### src/rtl/icache_direct.sv
// Direct-mapped instruction cache: 1-cycle hits, 8-byte line fill on miss.
// Ports: fetch side if_req/if_pc -> if_valid/if_instr; memory side mem_req/mem_a <- mem_d/mem_done.
module icache_direct #(
  parameter int INDEX_BITS = 4
) (
  input  logic        clk_in,
  input  logic        rst_in,
  input  logic        rdy_in,
  input  logic        clear_signal,
  input  logic        if_req,
  input  logic [31:0] if_pc,
  output logic        if_valid,
  output logic [31:0] if_instr,
  output logic        mem_req,
  output logic [31:0] mem_a,
  input  logic [63:0] mem_d,
  input  logic        mem_done
);

  localparam int LINES = 1 << INDEX_BITS;
  localparam int TAG_W = 29 - INDEX_BITS;

  localparam logic S_IDLE = 1'b0;
  localparam logic S_MISS = 1'b1;

  logic              state_q, state_d;
  logic [LINES-1:0]  valid_q, valid_d;
  logic              if_valid_q, if_valid_d;
  logic [31:0]       if_instr_q, if_instr_d;
  logic              mem_req_q, mem_req_d;
  logic [31:0]       mem_a_q, mem_a_d;
  logic [31:0]       pc_q, pc_d;
  logic              fill_en;

  logic [TAG_W-1:0]  tag_q  [LINES];
  logic [63:0]       data_q [LINES];

  logic [INDEX_BITS-1:0] idx;
  logic [INDEX_BITS-1:0] fill_idx;
  logic [TAG_W-1:0]      req_tag;
  logic                  hit;
  logic [63:0]           line;
  logic                  unused_ok;

  assign idx       = if_pc[2+INDEX_BITS:3];
  assign req_tag   = if_pc[31:3+INDEX_BITS];
  assign fill_idx  = pc_q[2+INDEX_BITS:3];
  assign line      = data_q[idx];
  assign hit       = valid_q[idx] && (tag_q[idx] == req_tag);
  assign unused_ok = ^{if_pc[1:0], pc_q[1:0]};

  always_comb begin
    state_d    = state_q;
    valid_d    = valid_q;
    if_valid_d = if_valid_q;
    if_instr_d = if_instr_q;
    mem_req_d  = mem_req_q;
    mem_a_d    = mem_a_q;
    pc_d       = pc_q;
    fill_en    = 1'b0;
    if (rdy_in) begin
      case (state_q)
        S_IDLE: begin
          if_valid_d = 1'b0;
          if (if_req && !clear_signal) begin
            if (hit) begin
              if_valid_d = 1'b1;
              if_instr_d = if_pc[2] ? line[63:32] : line[31:0];
            end else begin
              state_d   = S_MISS;
              mem_req_d = 1'b1;
              mem_a_d   = {if_pc[31:3], 3'b000};
              pc_d      = if_pc;
            end
          end
        end
        default: begin
          if_valid_d = 1'b0;
          if (mem_done) begin
            // Line is filled even when the response is flushed.
            fill_en           = 1'b1;
            valid_d[fill_idx] = 1'b1;
            mem_req_d         = 1'b0;
            state_d           = S_IDLE;
            if (!clear_signal) begin
              if_valid_d = 1'b1;
              if_instr_d = pc_q[2] ? mem_d[63:32] : mem_d[31:0];
            end
          end else if (clear_signal) begin
            mem_req_d = 1'b0;
            state_d   = S_IDLE;
          end
        end
      endcase
    end
  end

  always_ff @(posedge clk_in or posedge rst_in) begin
    if (rst_in) begin
      state_q    <= S_IDLE;
      valid_q    <= '0;
      if_valid_q <= 1'b0;
      if_instr_q <= '0;
      mem_req_q  <= 1'b0;
      mem_a_q    <= '0;
      pc_q       <= '0;
    end else begin
      state_q    <= state_d;
      valid_q    <= valid_d;
      if_valid_q <= if_valid_d;
      if_instr_q <= if_instr_d;
      mem_req_q  <= mem_req_d;
      mem_a_q    <= mem_a_d;
      pc_q       <= pc_d;
    end
  end

  always_ff @(posedge clk_in) begin
    if (fill_en) begin
      tag_q[fill_idx]  <= pc_q[31:3+INDEX_BITS];
      data_q[fill_idx] <= mem_d;
    end
  end

  assign if_valid = if_valid_q;
  assign if_instr = if_instr_q;
  assign mem_req  = mem_req_q;
  assign mem_a    = mem_a_q;

endmodule
### config.mk
export PLATFORM = sky130hd
export DESIGN_NAME = icache_direct
export DESIGN_NICKNAME = d
export VERILOG_FILES = /design/src/rtl/icache_direct.sv
export SDC_FILE = /design/constraint.sdc
export NUM_CORES = 1
export LEC_CHECK = 0
export BUFFER_PORTS_ARGS = -buffer_cell sky130_fd_sc_hd__buf_4
export CAP_MARGIN = 10
export CORE_MARGIN = 5
export CORE_UTILIZATION = 56
export DETAILED_ROUTE_END_ITERATION = 10
export PLACE_DENSITY = 0.76
export SYNTH_ARGS = -nofsm -noshare
export SYNTH_HDL_FRONTEND = slang
export SYNTH_SLANG_ARGS = --single-unit
### constraint.sdc
create_clock -name clk_in -period 7.9 [get_ports clk_in]
set_input_delay 1.185 -clock clk_in [delete_from_list [all_inputs] [get_ports clk_in]]
set_output_delay 1.185 -clock clk_in [all_outputs]
set_load 0.03 [all_outputs]
==> results by group, run 1 <==
Clocking
  – Postcts setup bufs: 0
  – Hold buffer count at CTS: 0
  – Num CTS Buffers: 148
  – PostCTS Resize Cnt: 0
  – Clk Tree Root Cell: clkbuf_16
  – Clock sink total: 1505
  – Clock slew seen by the registers of the worst setup and hold paths: 60 ps
  – CTS tree: built
  – # H-tree levels: 4
  – Worst skew pair latency: 760 ps
  – Clk buf depth: 3

STA
  – RSZ-0062 raised after global routing: no
  – Setup tns final: 0 ps
  – Count of final max-slew check failures: 0
  – Final hold vios: 0
  – Final setup vio count: 0
  – Tcrit/Tclk final: 65.8%
  – Worst slew pin tran: 1200 ps
  – Slew HR: 20.1%
  – Final min period: 5200 ps
  – Max Freq: 192 MHz
  – Worst Skew: 33.8 ps

Status
  – Status: complete, no violations

Synthesis
  – Warnings, synthesis: 0
  – Syn Area/Cell: 21.9 um^2
  – Main flop type after synthesis: edfxtp_1
  – Post-synthesis async set-or-reset flop share: 5.38%
  – #FFs+latches synth: 1505
  – Syn Inst Count: 2711
  – Synth unique cells: 54
  – Synthesized area: 0.0593 mm^2
  – EDFF count, synth: 1424
  – Sequential fraction of the synthesis area: 75.5%

Place
  – Gpl congestion: 0.778
  – Port Buffers: 162
  – DP Area: 0.0620 mm^2
  – DPL Wire Length: 71000 um

Die
  – Ports: 168
  – Core Box Area: 0.105 mm^2
  – Row count: 119
  – Die Wd: 335 um
  – Total Die Area: 0.113 mm^2
  – Die height: 335 um
  – Starting Density: 56.3%

Power
  – Max IR drop VDD: 0.231 mV
  – LEAKAGE: 21.7 nW
  – Pwr/cell area: 260 mW/mm^2

Critical path
  – Critical path capture point type: flip-flop
  – Critical path class: input pin to flip-flop
  – Startpoint types: input pin
  – WP data required: 8510 ps
  – WP data arrival: 5810 ps
  – CP max FO: 93

Global route
  – First-pass GRT wire length: 210000 um
  – GRT overflow: 0
  – Initial antenna violation count: 11
  – Largest net degree at the start of global routing: 102
  – Gr usage total: 25.8%
  – Vias in the first global route: 30400

Route
  – WL final: 144000 um
  – DRT Pass-1 Iters: 8
  – Via count: 29200
  – Number of remaining DRC errors: 0
  – Routed vias/inst: 6.62
  – Drt wl/cell: 32.6 um
  – Routed Antenna Nets: 0
  – Detailed Route Iter0 Violations: 3495

Cells and area
  – Area Growth Syn to Fin: 12.9%
  – Final Instance Area: 0.0670 mm^2
  – Layout cells sized above 1: 31.0%
  – Nets: 2992

Worst hold path
  – Hold Path Class: flip-flop to flip-flop

Flow run
  – Number of max-cap violations: 0
synth_stat cells (36+ instances only):
cell type     n  share of area, %
dfrtp_1      81               3.4
mux2i_1      75               1.3
nor2_1       56              0.35
o21ai_0      36              0.30
buf_2        52              0.44
mux4_2      417                16
buf_4        41              0.52
mux2_2       40              0.76
clkbuf_1     59              0.37
edfxtp_1   1424                72
nand3_1      73              0.62
nand2_1      84              0.53
cells by family after synthesis:
| group | after synthesis | share of synthesized area (%) |
|---|---|---|
| compound gates | 145 | 1.76 |
| xor+xnor | 28 | 0.413 |
| buf+inv | 191 | 1.65 |
| flops | 1505 | 75.5 |
| mux | 560 | 18.4 |
| other cells | 1 | 0.00632 |
| simple gates | 281 | 2.27 |
cell usage in the layout (no fill, tap or decap), types with 5 or more instances in the layout:
master | Yosys | layout
edfxtp_1 | 1424 | 1424
mux4_2 | 417 | 417
buf_4 | 41 | 196
clkbuf_16 | 0 | 153
nand2_1 | 84 | 83
dfrtp_1 | 81 | 79
mux2i_1 | 75 | 75
nand3_1 | 73 | 73
nor2_1 | 56 | 44
mux2_2 | 40 | 40
o21ai_0 | 36 | 36
o211ai_1 | 34 | 34
o21a_1 | 33 | 33
mux2_1 | 28 | 28
clkinv_1 | 0 | 27
clkbuf_1 | 59 | 25
xnor2_1 | 20 | 20
or2_2 | 18 | 18
clkinv_2 | 0 | 16
bufinv_16 | 0 | 14
nor2_4 | 0 | 12
clkbuf_8 | 0 | 12
buf_12 | 0 | 12
nor2b_1 | 9 | 9
diode_2 | 0 | 8
xor2_1 | 8 | 8
inv_6 | 0 | 8
a22oi_1 | 8 | 8
nand4_1 | 8 | 8
o2111ai_1 | 6 | 6
clkinv_4 | 0 | 6
clkinvlp_4 | 0 | 6
inv_1 | 6 | 5
nor3_1 | 9 | 5
nand2b_1 | 5 | 5
worst max-delay path, stage by stage:
cell and delay, ps:
buf_6 740, buf_4 610, mux4_2 390, mux2i_1 200
xnor2_1 150, nor2_1 70, a41oi_1 440, nor4_1 160
a21oi_4 910, buf_4 460, mux2_1 380
registers in the layout (all words and copies together) (netlist names):
name and flops:
data_q 1024, if_instr 32, if_valid 1, mem_req 1
pc_q 30, state_q 1, tag_q 400, valid_q 16
routing by layer:
layer  vias up  track usage (%)  wire, um
met4         6             9.07      4630
met5         -                0        31
li1      11700                -         -
met3       315             5.03     13100
met1     15500             34.5     52500
met2      1676             43.1     73400
stage by stage:
| stage | hold WS [ps] | worst slack [ps] | util (%) | instances | total power, mW |
|---|---|---|---|---|---|
| 6_report | 469 | 2700 | 63.6 | 4409 | 17.4 |
| 5_1_grt | 480 | 2580 | 63.6 | 4404 | 17.9 |
| 4_1_cts | 466 | 2770 | 63.6 | 4401 | 17.5 |
| 3_5_place_dp | 453 | 1960 | 58.9 | 4131 | 10.5 |
| 3_3_place_gp | 445 | 1990 | 58.9 | 4131 | 10.4 |
| 2_1_floorplan | 434 | 1900 | - | 2713 | 10.0 |
worst paths after layout:
check	startpoint	end	slack [ps]	cells past startpoint
hold / removal	valid_q[6]	valid_q[6]	470	1
max in group asynchronous	rst_in	state_q	6040	3
setup / recovery	if_pc[5]	pc_q[28]	2700	11
setup reg to reg	state_q	pc_q[28]	3340	7
hold reg to reg	valid_q[6]	valid_q[6]	470	1
min in group asynchronous	rst_in	pc_q[20]	530	2
area by class of cell:
| type | instances | area, um^2 |
|---|---|---|
| Timing Repair Buffer | 211 | 1750 |
| Antenna cell | 8 | 20.0 |
| Tap cell | 1391 | 1740 |
| Inverter | 7 | 33.8 |
| Multi-Input combinational cell | 1017 | 13700 |
| Fill cell | 6707 | 38300 |
| Sequential cell | 1505 | 44800 |
| Clock inverter | 80 | 826 |
| Clock buffer | 190 | 4090 |
report_power, final:
group / internal [mW] / switching, mW / leakage, nW / total, mW
logic: 0.472 / 0.631 / 5.60 / 1.10
registers: 8.98 / 0.233 / 13.7 / 9.22
clock network: 4.13 / 2.94 / 2.39 / 7.06
No activity file was read; power rests on OpenSTA's default activity.
==> inputs of run 2 (changes only) <==
- PLACE_DENSITY: 0.76 -> 0.73
- clock period: 7.9 -> 5.4 ns (I/O delays scaled with it)
==> run 2 against run 1 <==
Effect of this change:
- critical path depth unchanged
- clock power is 43% higher
- final area increased by 0.18%
- sequential power up 46%
==> results by group, run 2 (synthesized netlist as in run 1, its figures left out) <==
Status
  – Status: complete, no violations (unchanged)

Place
  – DPL Wire Length: 73100 um (was 71000 um)
  – Placed Cells: 4151 (was 4131)
  – Gpl congestion: 0.766 (was 0.778)
  – Port Buffers: 162 (unchanged)
  – DP Area: 0.0623 mm^2 (was 0.0620 mm^2)

Cells and area
  – Max reg flops: 1024 (unchanged)
  – Most frequent cells in the layout: edfxtp_1 (1424), mux4_2 (417), buf_4 (207) (was edfxtp_1 (1424), mux4_2 (417), buf_4 (196))
  – Area Growth Syn to Fin: 13.1% (was 12.9%)
  – Most common cell after layout, fill and taps aside: edfxtp_1 (unchanged)
  – Largest Register: data_q (unchanged)
  – Nets: 3013 (was 2992)
  – Layout cells sized above 1: 31.0% (about the same)
  – Layout filler cell count: 6748 (was 6707)
  – Final Non-Filler Cells: 4434 (was 4409)
  – Final Instance Area: 0.0671 mm^2 (was 0.0670 mm^2)

Clocking
  – Hold buffer count at CTS: 0 (unchanged)
  – Clk buf depth: 3 (unchanged)
  – CTS tree: built (unchanged)
  – Clock slew seen by the registers of the worst setup and hold paths: 60 ps (about the same)
  – Num CTS Buffers: 149 (was 148)
  – Postcts setup bufs: 0 (unchanged)
  – PostCTS Resize Cnt: 0 (unchanged)
  – # H-tree levels: 4 (unchanged)
  – Worst skew pair latency: 750 ps (was 760 ps)
  – Clock sink total: 1505 (unchanged)
  – Clk Tree Root Cell: clkbuf_16 (unchanged)

STA
  – Tcrit/Tclk final: 73.8%
  – Max Freq: 251 MHz
  – Final setup vio count: 0 (unchanged)
  – Final min period: 3980 ps
  – Setup tns final: 0 ps (unchanged)
  – RSZ-0062 raised after global routing: no (unchanged)
  – Worst slew pin tran: 1100 ps (was 1200 ps)
  – Worst Skew: 26.1 ps (was 33.8 ps)
  – Final hold vios: 0 (unchanged)
  – Count of final max-slew check failures: 0 (unchanged)
  – Slew HR: 26.8% (was 20.1%)

Global route
  – Vias in the first global route: 29900 (was 30400)
  – First-pass GRT wire length: 206000 um (was 210000 um)
  – Gr usage total: 25.3% (was 25.8%)
  – GRT overflow: 0 (unchanged)
  – Largest net degree at the start of global routing: 117 (was 102)
  – Initial antenna violation count: 10 (was 11)

Die
  – Total Die Area: 0.113 mm^2 (unchanged)
  – Row count: 119 (unchanged)
  – Ports: 168 (unchanged)
  – Die height: 335 um (unchanged)
  – Core Box Area: 0.105 mm^2 (unchanged)
  – Die Wd: 335 um (unchanged)
  – Starting Density: 56.3% (unchanged)

Critical path
  – WP data arrival: 4570 ps (was 5810 ps)
  – Reg2Reg Setup Slack: 1830 ps (was 3340 ps)
  – R2r endpoint: if_instr[30] (was pc_q[28])
  – CP max FO: 70 (was 93)
  – CP Cell Sequence: buf_8, buf_4, mux4_2, mux2i_1, xnor2_1, o31ai_2, o2111ai_1, nor4_4, and2_1, buf_4, o211ai_1 (was buf_6, buf_4, mux4_2, mux2i_1, xnor2_1, nor2_1, a41oi_1, nor4_1, a21oi_4, buf_4, mux2_1)
  – Slowest-stage cell, CP: mux4_2 (was a21oi_4)
  – Most common cell on crit path: buf_4 (unchanged)
  – R2r startpoint: tag_q[6][24] (was state_q)
  – Slowest Stage Delay on Critical Path: 550 ps (was 910 ps)
  – Critical path class: input pin to flip-flop (unchanged)
  – WP data required: 5990 ps (was 8510 ps)
  – Critical path capture point type: flip-flop (unchanged)
  – Startpoint types: input pin (unchanged)
  – Worst R2R Path Depth: 9 (was 7)

Route
  – Drt wl/cell: 31.7 um (was 32.6 um)
  – Number of remaining DRC errors: 0 (unchanged)
  – WL final: 141000 um (was 144000 um)
  – DRT Pass-1 Iters: 6 (was 8)
  – Via count: 29100 (was 29200)
  – Detailed Route Iter0 Violations: 3749 (was 3495)
  – Routed vias/inst: 6.56 (was 6.62)
  – Routed Antenna Nets: 0 (unchanged)

Power
  – Pwr Total: 25.2 mW (was 17.4 mW)
  – Pwr/cell area: 375 mW/mm^2 (was 260 mW/mm^2)
  – LEAKAGE: 21.8 nW (was 21.7 nW)
  – Max IR drop VDD: 0.362 mV (was 0.231 mV)

Flow run
  – Number of max-cap violations: 0 (unchanged)

Worst hold path
  – Hold Path Class: input pin to async pin (was flip-flop to flip-flop)
==> run 2: changes by cell type in the layout (fill, tap and decap cells not counted), moves of 3 or more <==
| cell | change |
|---|---|
| buf_12 | +9 |
| buf_4 | +11 |
| bufinv_16 | -4 |
| clkbuf_1 | +23 |
| clkinv_1 | -3 |
| clkinv_4 | -5 |
==> run 2: layer usage <==
layer | wire length, um | GRT usage, %
met1 | 53400 | 35.6
met4 | 3720 | 7.64
met2 | 70100 | 40.8
met5 | 52 | 0
met3 | 13400 | 5.43
==> run 2: worst max-delay path: cells and delay by family <==
family	cells	cell delay, ps
multiplexers	2	740
AND/OR/NAND/NOR	2	670
AO/OA/AOI/OAI	3	730
XOR/XNOR	1	120
buffers and inverters	3	1340
==> run 2: how the worst max path moves through the flow <==
stage               slack [ps]  depth (start not counted)            to  startpoint
floorplan                 -220                          4    valid_q[3]      rdy_in
global placement           710                         11  if_instr[26]    if_pc[3]
detailed placement         680                         11  if_instr[30]    if_pc[3]
CTS                       1430                         11  if_instr[30]    if_pc[3]
global route              1170                         11   if_instr[8]    if_pc[3]
finish                    1420                         11  if_instr[30]    if_pc[4]
==> run 2: final cells by class <==
cell class / instances / area [um^2] / share of cell area (%)
well taps: 1391 / 1740 / 2.59
diodes: 6 / 15.0 / 0.0224
repair buffers: 231 / 2020 / 3.00
multi-input cells: 1017 / 13700 / 20.4
clock buffers: 211 / 4120 / 6.15
clock inverters: 66 / 649 / 0.968
inverters: 7 / 33.8 / 0.0504
flip-flops and latches: 1505 / 44800 / 66.8
==> run 2: report_power, final <==
part | internal [mW] | total (mW) | switching (mW)
registers | 13.1 | 13.5 | 0.320
clock network | 5.83 | 10.1 | 4.24
logic | 0.699 | 1.62 | 0.924
total | 19.7 | 25.2 | 5.48
==> run 2: stage by stage <==
stage / setup slack (ps) / util, % / hold slack, ps
3_3_place_gp: 706 / 59.2 / 446
2_1_floorplan: -224 / - / 434
4_1_cts: 1430 / 63.7 / 255
6_report: 1420 / 63.7 / 265
3_5_place_dp: 677 / 59.2 / 453
5_1_grt: 1170 / 63.7 / 285
